===== src/rtl/line_clear_ctrl_pkg.sv =====
// Shared Tetris board definitions: board geometry, row-slice convention and
// the row-clear controller state encoding.
package tetris_pkg;

  localparam int unsigned BOARD_W = 20;
  localparam int unsigned BOARD_H = 20;

  typedef enum logic [1:0] {
    IDLE,
    SCAN,
    SHIFT,
    DONE
  } clr_state_t;

  // Row y of a flattened board occupies bits [row_lsb(y, w) +: w]; row 0 is the top.
  function automatic int unsigned row_lsb(input int unsigned y, input int unsigned w);
    return y * w;
  endfunction

endpackage


===== src/rtl/line_clear_ctrl_if.sv =====
// Handshake/data bundle between the game logic (master) and the row-clear
// controller (slave).
interface line_clear_ctrl_if
  import tetris_pkg::*;
#(
  parameter int unsigned W  = BOARD_W,
  parameter int unsigned H  = BOARD_H,
  parameter int unsigned CW = $clog2(H + 1)
);

  logic             start;
  logic [W*H-1:0]   matrix_in;
  logic             busy;
  logic             done;
  logic [W*H-1:0]   matrix_out;
  logic [CW-1:0]    lines_cleared;

  modport master (
    output start,
    output matrix_in,
    input  busy,
    input  done,
    input  matrix_out,
    input  lines_cleared
  );

  modport slave (
    input  start,
    input  matrix_in,
    output busy,
    output done,
    output matrix_out,
    output lines_cleared
  );

endinterface


===== src/rtl/line_clear_ctrl_row_full_sel.sv =====
// Selects board row i_y and reports whether every cell in it is occupied.
// Out-of-range row indices select an empty row, so they never read as full.
module row_full_sel
  import tetris_pkg::*;
#(
  parameter int unsigned W  = BOARD_W,
  parameter int unsigned H  = BOARD_H,
  parameter int unsigned YW = 5
) (
  input  logic [W*H-1:0] i_board,
  input  logic [YW-1:0]  i_y,
  output logic           o_full
);

  logic [W-1:0] w_row;

  // Row multiplexer indexed by the scan pointer.
  always_comb begin
    w_row = '0;
    for (int unsigned r = 0; r < H; r++) begin
      if (i_y == YW'(r)) begin
        w_row = i_board[row_lsb(r, W) +: W];
      end
    end
  end

  assign o_full = &w_row;

endmodule


===== src/rtl/line_clear_ctrl.sv =====
// Multi-cycle completed-row clearer. Captures the board on start, scans rows
// bottom-up one per cycle, collapses each full row by shifting everything
// above it down one row, then presents the compacted board and removed-row
// count with a one-cycle done pulse.
module line_clear_ctrl
  import tetris_pkg::*;
#(
  parameter int unsigned W  = BOARD_W,
  parameter int unsigned H  = BOARD_H,
  parameter int unsigned CW = $clog2(H + 1)
) (
  input  logic             clk,
  input  logic             reset,
  line_clear_ctrl_if.slave bus
);

  localparam int unsigned YW = (H > 1) ? $clog2(H) : 1;
  localparam int unsigned NB = W * H;

  clr_state_t    r_state;
  logic [NB-1:0] r_work;
  logic [YW-1:0] r_y;
  logic [CW-1:0] r_count;
  logic          r_busy;
  logic          r_done;
  logic [NB-1:0] r_matrix_out;
  logic [CW-1:0] r_lines;

  logic          w_full;
  logic [NB-1:0] w_shifted;

  row_full_sel #(
    .W  (W),
    .H  (H),
    .YW (YW)
  ) u_row_full_sel (
    .i_board (r_work),
    .i_y     (r_y),
    .o_full  (w_full)
  );

  // Shift network: rows at or above the pointer take the row above them;
  // row 0 is always at or above the pointer, so it simply empties.
  for (genvar gr = 0; gr < H; gr++) begin : g_shift
    if (gr == 0) begin : g_top
      assign w_shifted[0 +: W] = '0;
    end else begin : g_row
      assign w_shifted[gr*W +: W] = (YW'(gr) <= r_y) ? r_work[(gr-1)*W +: W]
                                                     : r_work[gr*W +: W];
    end
  end

  // Control FSM with registered outputs.
  always_ff @(posedge clk) begin
    if (reset) begin
      r_state      <= IDLE;
      r_work       <= '0;
      r_y          <= YW'(H - 1);
      r_count      <= '0;
      r_busy       <= 1'b0;
      r_done       <= 1'b0;
      r_matrix_out <= '0;
      r_lines      <= '0;
    end else begin
      case (r_state)
        IDLE: begin
          r_done <= 1'b0;
          if (bus.start) begin
            r_work  <= bus.matrix_in;
            r_y     <= YW'(H - 1);
            r_count <= '0;
            r_busy  <= 1'b1;
            r_state <= SCAN;
          end
        end
        SCAN: begin
          if (w_full) begin
            r_state <= SHIFT;
          end else if (r_y == '0) begin
            // Results are loaded on entry to DONE so they are valid during the done cycle.
            r_matrix_out <= r_work;
            r_lines      <= r_count;
            r_done       <= 1'b1;
            r_state      <= DONE;
          end else begin
            r_y <= r_y - 1'b1;
          end
        end
        SHIFT: begin
          r_work  <= w_shifted;
          r_count <= r_count + 1'b1;
          r_state <= SCAN;
        end
        DONE: begin
          r_done  <= 1'b0;
          r_busy  <= 1'b0;
          r_state <= IDLE;
        end
        default: begin
          r_state <= IDLE;
        end
      endcase
    end
  end

  assign bus.busy          = r_busy;
  assign bus.done          = r_done;
  assign bus.matrix_out    = r_matrix_out;
  assign bus.lines_cleared = r_lines;

endmodule


===== src/flat_wrapper.sv =====
// flat-port wrapper written by rule: the top's interface ports become plain ports
module line_clear_ctrl_flat import tetris_pkg::*;
#(
  parameter int unsigned W  = BOARD_W,
  parameter int unsigned H  = BOARD_H,
  parameter int unsigned CW = $clog2(H + 1)
)
  (clk, reset, bus_start, bus_matrix_in, bus_busy, bus_done, bus_matrix_out, bus_lines_cleared);
  line_clear_ctrl_if #(.W(W), .H(H), .CW(CW)) bus_i ();
  input  logic clk;
  input  logic reset;
  input wire logic [$bits(bus_i.start)-1:0] bus_start;
  input wire logic [$bits(bus_i.matrix_in)-1:0] bus_matrix_in;
  output wire logic [$bits(bus_i.busy)-1:0] bus_busy;
  output wire logic [$bits(bus_i.done)-1:0] bus_done;
  output wire logic [$bits(bus_i.matrix_out)-1:0] bus_matrix_out;
  output wire logic [$bits(bus_i.lines_cleared)-1:0] bus_lines_cleared;
  assign bus_i.start = bus_start;
  assign bus_i.matrix_in = bus_matrix_in;
  assign bus_busy = bus_i.busy;
  assign bus_done = bus_i.done;
  assign bus_matrix_out = bus_i.matrix_out;
  assign bus_lines_cleared = bus_i.lines_cleared;
  line_clear_ctrl #(.W(W), .H(H), .CW(CW)) u_core (.clk(clk), .reset(reset), .bus(bus_i));
endmodule

===== config.mk =====
export PLATFORM = sky130hd
export DESIGN_NAME = line_clear_ctrl_flat
export DESIGN_NICKNAME = d
export VERILOG_FILES = /design/src/rtl/line_clear_ctrl_pkg.sv /design/src/rtl/line_clear_ctrl_if.sv /design/src/rtl/line_clear_ctrl_row_full_sel.sv /design/src/rtl/line_clear_ctrl.sv /design/src/flat_wrapper.sv
export SDC_FILE = /design/constraint.sdc
export NUM_CORES = 2
export LEC_CHECK = 0
export ABC_AREA = 0
export CAP_MARGIN = 10
export CORE_AREA = 5 5 312 314
export DETAILED_ROUTE_END_ITERATION = 10
export DIE_AREA = 0 0 317 319
export SLEW_MARGIN = 5
export SYNTH_ARGS = -nofsm -noshare
export SYNTH_HDL_FRONTEND = slang
export SYNTH_HIERARCHICAL = 1
export SYNTH_SLANG_ARGS = --single-unit

===== constraint.sdc =====
create_clock -name clk -period 10.9 [get_ports clk]
set_clock_uncertainty 0.2 [all_clocks]
set_input_delay 2.18 -clock clk [delete_from_list [all_inputs] [get_ports clk]]
set_output_delay 2.18 -clock clk [all_outputs]
set_load 0.005 [all_outputs]

Yosys cells after proc, flatten, opt, wreduce, memory -nomap -nowiden. Index checks and enable logic that the tools add are counted. W data, S select, Z words.

Register bits after elaboration: 819. Input bits: 403. Output and inout port bits: 407. Word-level logic and storage cells: 184.

Add/sub/neg operators: 2. $lt $le $gt $ge: 19. Equality and inequality tests: 46. Muxes and demuxes: 56. Bitwise gates (word level): 1. Reduce and logical (&&, ||, !) cells: 33.

Operator list (number): $pmux W400 S2 (1); $mux W20 (39); $mux W400 (1); $reduce_and A3 Y1 (21); $eq A5 B4 Y1 const B (8); $le A4 B5 Y1 const A (8); $ne A2 B1 Y1 const B (20); $eq A5 B3 Y1 const B (4); $eq A5 B5 Y1 const B (4); $le A3 B5 Y1 const A (4); $le A5 B5 Y1 const A (4); $mux W5 (4); $pmux W5 S2 (2); $reduce_and A20 Y1 (1); $eq A5 B2 Y1 const B (2); $le A2 B5 Y1 const A (2); $pmux W2 S4 (1); $reduce_bool A2 Y1 (4); $mux W2 (3); $ne A2 B2 Y1 const B (3); $reduce_and A2 Y1 (3); $add A5 B1 Y5 const B (1); $eq A5 B1 Y1 const B (1); $le A1 B5 Y1 const A (1); 11 further kinds (15).

Longest topological paths before layout.
Depth in word-level cells: 24. Depth in mapped cells: 19. Mapped depth without buffers: 12.

Hierarchy. Netlist, hierarchy kept.

By module, submodules not included: line_clear_ctrl (instances 1, cells each 3750, area an instance 32174.6 sq um, seq. area each 16395.7 sq um); row_full_sel (instances 1, cells each 628, area an instance 3788.6 sq um, seq. area each 0.0 sq um).

Least setup slack after synthesis. Ideal clock, no wire load.

Kind: register to register. Start: register u_core.r_y[0]. End: register u_core.r_matrix_out[100], in the netlist u_core/bus.matrix_out[100]. Setup time: 0.070 ns. Data arrival time: 3.676 ns. Required time: 10.630 ns. Path slack: 6.954 ns. Cell stages (with the launch flop): 18. Buffers on the path: 6. Period minus slack after synthesis: 3.946 ns. Cells stage by stage: dfxtp_1 -> buf_2 -> buf_2 -> buf_1 -> and2_1 -> a31oi_1 -> o211ai_1 -> o221ai_1 -> a311oi_1 -> nand3_1 -> o41ai_2 -> nor2b_1 -> clkbuf_1 -> nand2_1 -> clkbuf_1 -> clkbuf_1 -> nand2_1 -> a21oi_1.

Cells in the longest elaborated chain, start to end: 24. Elaborated cells between the ends (all ways): 43. Classes of those cells: eq/ne: 19; mux: 20; bitwise: 1; reduce/logical: 3.

Ends and longest elaborated chain: start, declared (line line_clear_ctrl.sv:22) `logic [YW-1:0] r_y;`; start signal, assigned (line line_clear_ctrl.sv:58) `r_y <= YW'(H - 1);`; start signal, assigned (line line_clear_ctrl.sv:70) `r_y <= YW'(H - 1);`; start signal, assigned (line line_clear_ctrl.sv:86) `r_y <= r_y - 1'b1;`; $logic_not A5 Y1 (line line_clear_ctrl_row_full_sel.sv:21) `if (i_y == YW'(r)) begin`; $mux W20 (19 in series) (line line_clear_ctrl_row_full_sel.sv:21); $mux W20 (*) (line line_clear_ctrl_row_full_sel.sv:21); $reduce_and A20 Y1 (*) (line line_clear_ctrl_row_full_sel.sv:27) `assign o_full = &w_row;`; named net u_core.w_full (line line_clear_ctrl.sv:29) `logic w_full;`; $not A1 Y1 (no line) (*); $reduce_and A3 Y1 (no line) (*); end signal, assigned (line line_clear_ctrl.sv:81) `r_matrix_out <= r_work;`; end, declared (line line_clear_ctrl.sv:26) `logic [NB-1:0] r_matrix_out;`.

The timed path passes the listed nets; every way through them passes the cells marked *. A chain may end at the register's enable or synchronous reset.

Final worst setup path.
Start: register u_core.r_y[1]. End: register u_core.r_matrix_out[250], in the netlist u_core/bus.matrix_out[250].

Same word-level chain as after synthesis.

==> flow_metrics.py <==
metrics = {
    "cts": {
        "clkLatencyLatePin_ns": 0.66,
        "cts.repair.resized": 0,
        "clockRootBuffer": "clkbuf_16",
        "cts.clk_slew.worst_paths_ns": 0.07,
        "cts_buffer_depth": 3,
        "cts-hold-fix-buffers": 0,
        "postCtsSetupRepairBufs": 0,
        "numCtsBuffers": 90,
        "htree_levels": 3,
        "cts_tree": "done",
        "cts.sink_count": 819,
    },
    "die": {
        "core_area_sq_mm": 0.0943,
        "die_area_sq_mm": 0.101,
        "num_io_pins": 810,
        "die_h_um": 319,
        "start_util": 0.381,
        "num_rows": 113,
        "die_x_um": 317,
    },
    "critical_path": {
        "path_buf_inv": 2,
        "cp-start-kind": "flip-flop",
        "rr_startpoint": "u_core/r_y[1]",
        "end_kind": "flip-flop",
        "cp-endpoint": "u_core/bus.matrix_out[250]",
        "critical_path_arrival_ns": 7.11,
        "path_delay_family": "simple AND/OR/NAND/NOR gates",
        "slowest_stage": "nor2_1",
        "rrSetupSlack_ns": 4.17,
        "crit_start": "u_core/r_y[1]",
        "slowest_delay_ns": 0.97,
        "path_max_fanout": 100,
        "crit_type": "reg2reg",
        "critical_path_required_ns": 11.28,
        "timing.rr.end": "u_core/bus.matrix_out[250]",
        "timing.critical_path.cells": "buf_4 > nand3b_1 > nor2_1 > a21oi_1 > a31oi_1 > a311oi_1 > or4_1 > o41ai_2 > nor2b_1 > nand2_4 > buf_4 > nand2_1 > a21oi_1",
        "cp_num_cells": 13,
        "reg2regPathDepth": 13,
    },
    "global_routing": {
        "grtUsageTotal": 0.323,
        "overflow": 0,
        "antenna_found_initial": 43,
        "grt_pass1_wl_mm": 244,
        "grt_pass1_vias": 33433,
        "grt_max_degree": 177,
    },
    "synthesis": {
        "synthTopCellsByArea": "dfxtp_1 (46%), mux2i_1 (10%), nand2_1 (9.8%)",
        "mappedNetlistArea_sq_mm": 0.0360,
        "ys_seq_area_frac": 0.456,
        "synth_edf_count": 0,
        "synth_largest_area_cell": "dfxtp_1",
        "yosysMostFrequentCell": "nand2_1",
        "synth_top_area_share": 0.456,
        "synth_seq_cells": 819,
        "synth_cells": 4378,
        "yosysWarnings": 6,
        "synth_common_cells": "nand2_1 (940), dfxtp_1 (819), a21oi_1 (595), nor2_1 (385), mux2i_1 (360)",
        "async_flop_share": 0,
        "syn_area_per_cell_sq_um": 8.21,
        "synth_nets": 4790,
        "synthFlopType": "dfxtp_1",
        "synth.distinct_cells": 82,
    },
    "final_layout": {
        "num-fill-cells": 9170,
        "syn_to_final_growth_pct": 32.7,
        "nets": 5367,
        "drive_gt1_frac": 0.0549,
        "design_area_sq_mm": 0.0477,
    },
    "detailed_routing": {
        "wl_per_cell_um": 27.5,
        "drtIter0Drc": 3796,
        "antenna_left": 0,
        "drc": 0,
        "firstDrtPassIters": 9,
        "viasPerCell": 5.68,
        "wirelength_mm": 174,
        "via_count": 35887,
    },
    "sta": {
        "finalMaxSlewViolations": 0,
        "rsz0062_at_grt": "false",
        "fin_crit_sh": 0.617,
        "tns_ns": 0,
        "setup_viol": 0,
        "finalCriticalPeriod_ns": 6.73,
        "maxSlewHeadroom": 0.173,
        "worst_slew_pin_slew_ns": 1.23,
        "hold_violations": 0,
        "fmax_mhz": 149,
    },
    "hold_path": {
        "hold_path.class": "reg2reg",
    },
    "job": {
        "maxCapViolCount": 0,
    },
    "power": {
        "p_leak_uw": 0.0159,
        "ir_worst_vdd_mv": 0.135,
        "power_density_mw_per_mm2": 172,
    },
    "place": {
        "dp_hpwl_mm": 127,
        "place_area_sq_mm": 0.0446,
        "gp_congestion": 0.918,
        "numPortBuffers": 809,
    },
    "run_status": {
        "status": "complete, no violations",
    },
}
==> worst min-delay path by stage <==
stage,start,end,slack [ns],depth (start not counted)
6_report,u_core/bus.matrix_out[219],u_core/bus.matrix_out[219],0.25,2
5_1_grt,u_core/bus.matrix_out[45],u_core/bus.matrix_out[45],0.27,2
3_3_place_gp,u_core/bus.matrix_out[355],u_core/bus.matrix_out[355],0.24,2
4_1_cts,u_core/bus.matrix_out[17],u_core/bus.matrix_out[17],0.25,2
3_5_place_dp,u_core/bus.matrix_out[350],u_core/bus.matrix_out[350],0.25,2
2_1_floorplan,u_core/r_count[4],u_core/bus.lines_cleared[4],0.24,2
==> placed cells by master, fill, tap and decap left out, types with 14 or more instances in the layout <==
cell | netlist | final
a31oi_1 | 15 | 15
a21oi_1 | 595 | 585
clkinv_2 | 0 | 17
mux2_2 | 24 | 23
clkbuf_16 | 0 | 91
nand2_1 | 940 | 939
clkbuf_1 | 268 | 21
nand4_1 | 18 | 18
mux2i_1 | 360 | 359
o211ai_1 | 14 | 14
inv_1 | 17 | 16
nor2_1 | 385 | 385
buf_4 | 22 | 54
dfxtp_1 | 819 | 814
a22oi_1 | 19 | 19
nor3_1 | 70 | 69
o22ai_1 | 23 | 23
clkdlybuf4s50_1 | 0 | 808
clkbuf_8 | 0 | 20
diode_2 | 0 | 29
nand3_1 | 54 | 54
o21ai_0 | 102 | 98
a211oi_1 | 340 | 340
==> through the flow <==
stage          utilization  setup WS, ns  hold WS, ns  cells  power (uW)
2_1_floorplan            -          6.95        0.244   4378        4380
3_5_place_dp         0.473          4.38        0.245   6127        5080
3_3_place_gp         0.473          4.43        0.241   6127        5060
5_1_grt              0.506          3.88        0.268   6318        8450
4_1_cts              0.505          4.33        0.253   6290        8190
6_report             0.506          4.17        0.251   6320        8180
==> tightest hold or removal path: stages (launching register included) <==
cell	delay, ns
dfxtp_1	0.31
nand2_1	0.05
a21oi_1	0.05
==> logic make-up (layout without fill, tap and decap cells) <==
logic type	Yosys count	after routing	share of synthesized area
AO/OA/AOI/OAI	1206	1206	0.206
AND/OR/NAND/NOR	1555	1555	0.177
multiplexers	385	385	0.108
XOR/XNOR	3	3	0.000731
flip-flops	819	819	0.456
adder cells (fa/ha/maj)	9	9	0.00313
other	0	29	0
buffers and inverters	401	1049	0.0489
==> layout make-up <==
class | count | area [sq um] | area share
multi-input combinational | 3158 | 18000 | 0.377
tap | 1265 | 1580 | 0.0332
timing repair buffer | 867 | 8580 | 0.180
clock buffer | 132 | 2630 | 0.0552
antenna | 29 | 72.6 | 0.00152
clock inverter | 31 | 369 | 0.00774
inverter | 19 | 71.3 | 0.00149
sequential | 819 | 16400 | 0.344
==> sequential cells by signal (all words and copies together), names as in the netlist <==
register                  cells
u_core/bus.done               1
u_core/bus.lines_cleared      5
u_core/r_count                5
u_core/bus.busy               1
u_core/bus.matrix_out       400
u_core/r_state                2
u_core/r_work               400
u_core/r_y                    5
==> where the power goes <==
group,internal [uW],switching [uW]
clock,1820,1310
combinational,544,708
sequential,3260,537
==> routing by layer <==
layer | track usage | wire length (um) | share of wire | vias up
met1 | 0.417 | 71000 | 0.41 | 17443
met3 | 0.0645 | 13200 | 0.076 | 318
met4 | 0.123 | 6770 | 0.039 | 22
li1 | - | - | - | 16556
met2 | 0.535 | 82700 | 0.48 | 1548
met5 | 0 | 147 | 0.00085 | -
(Power assumes the default switching activity.)
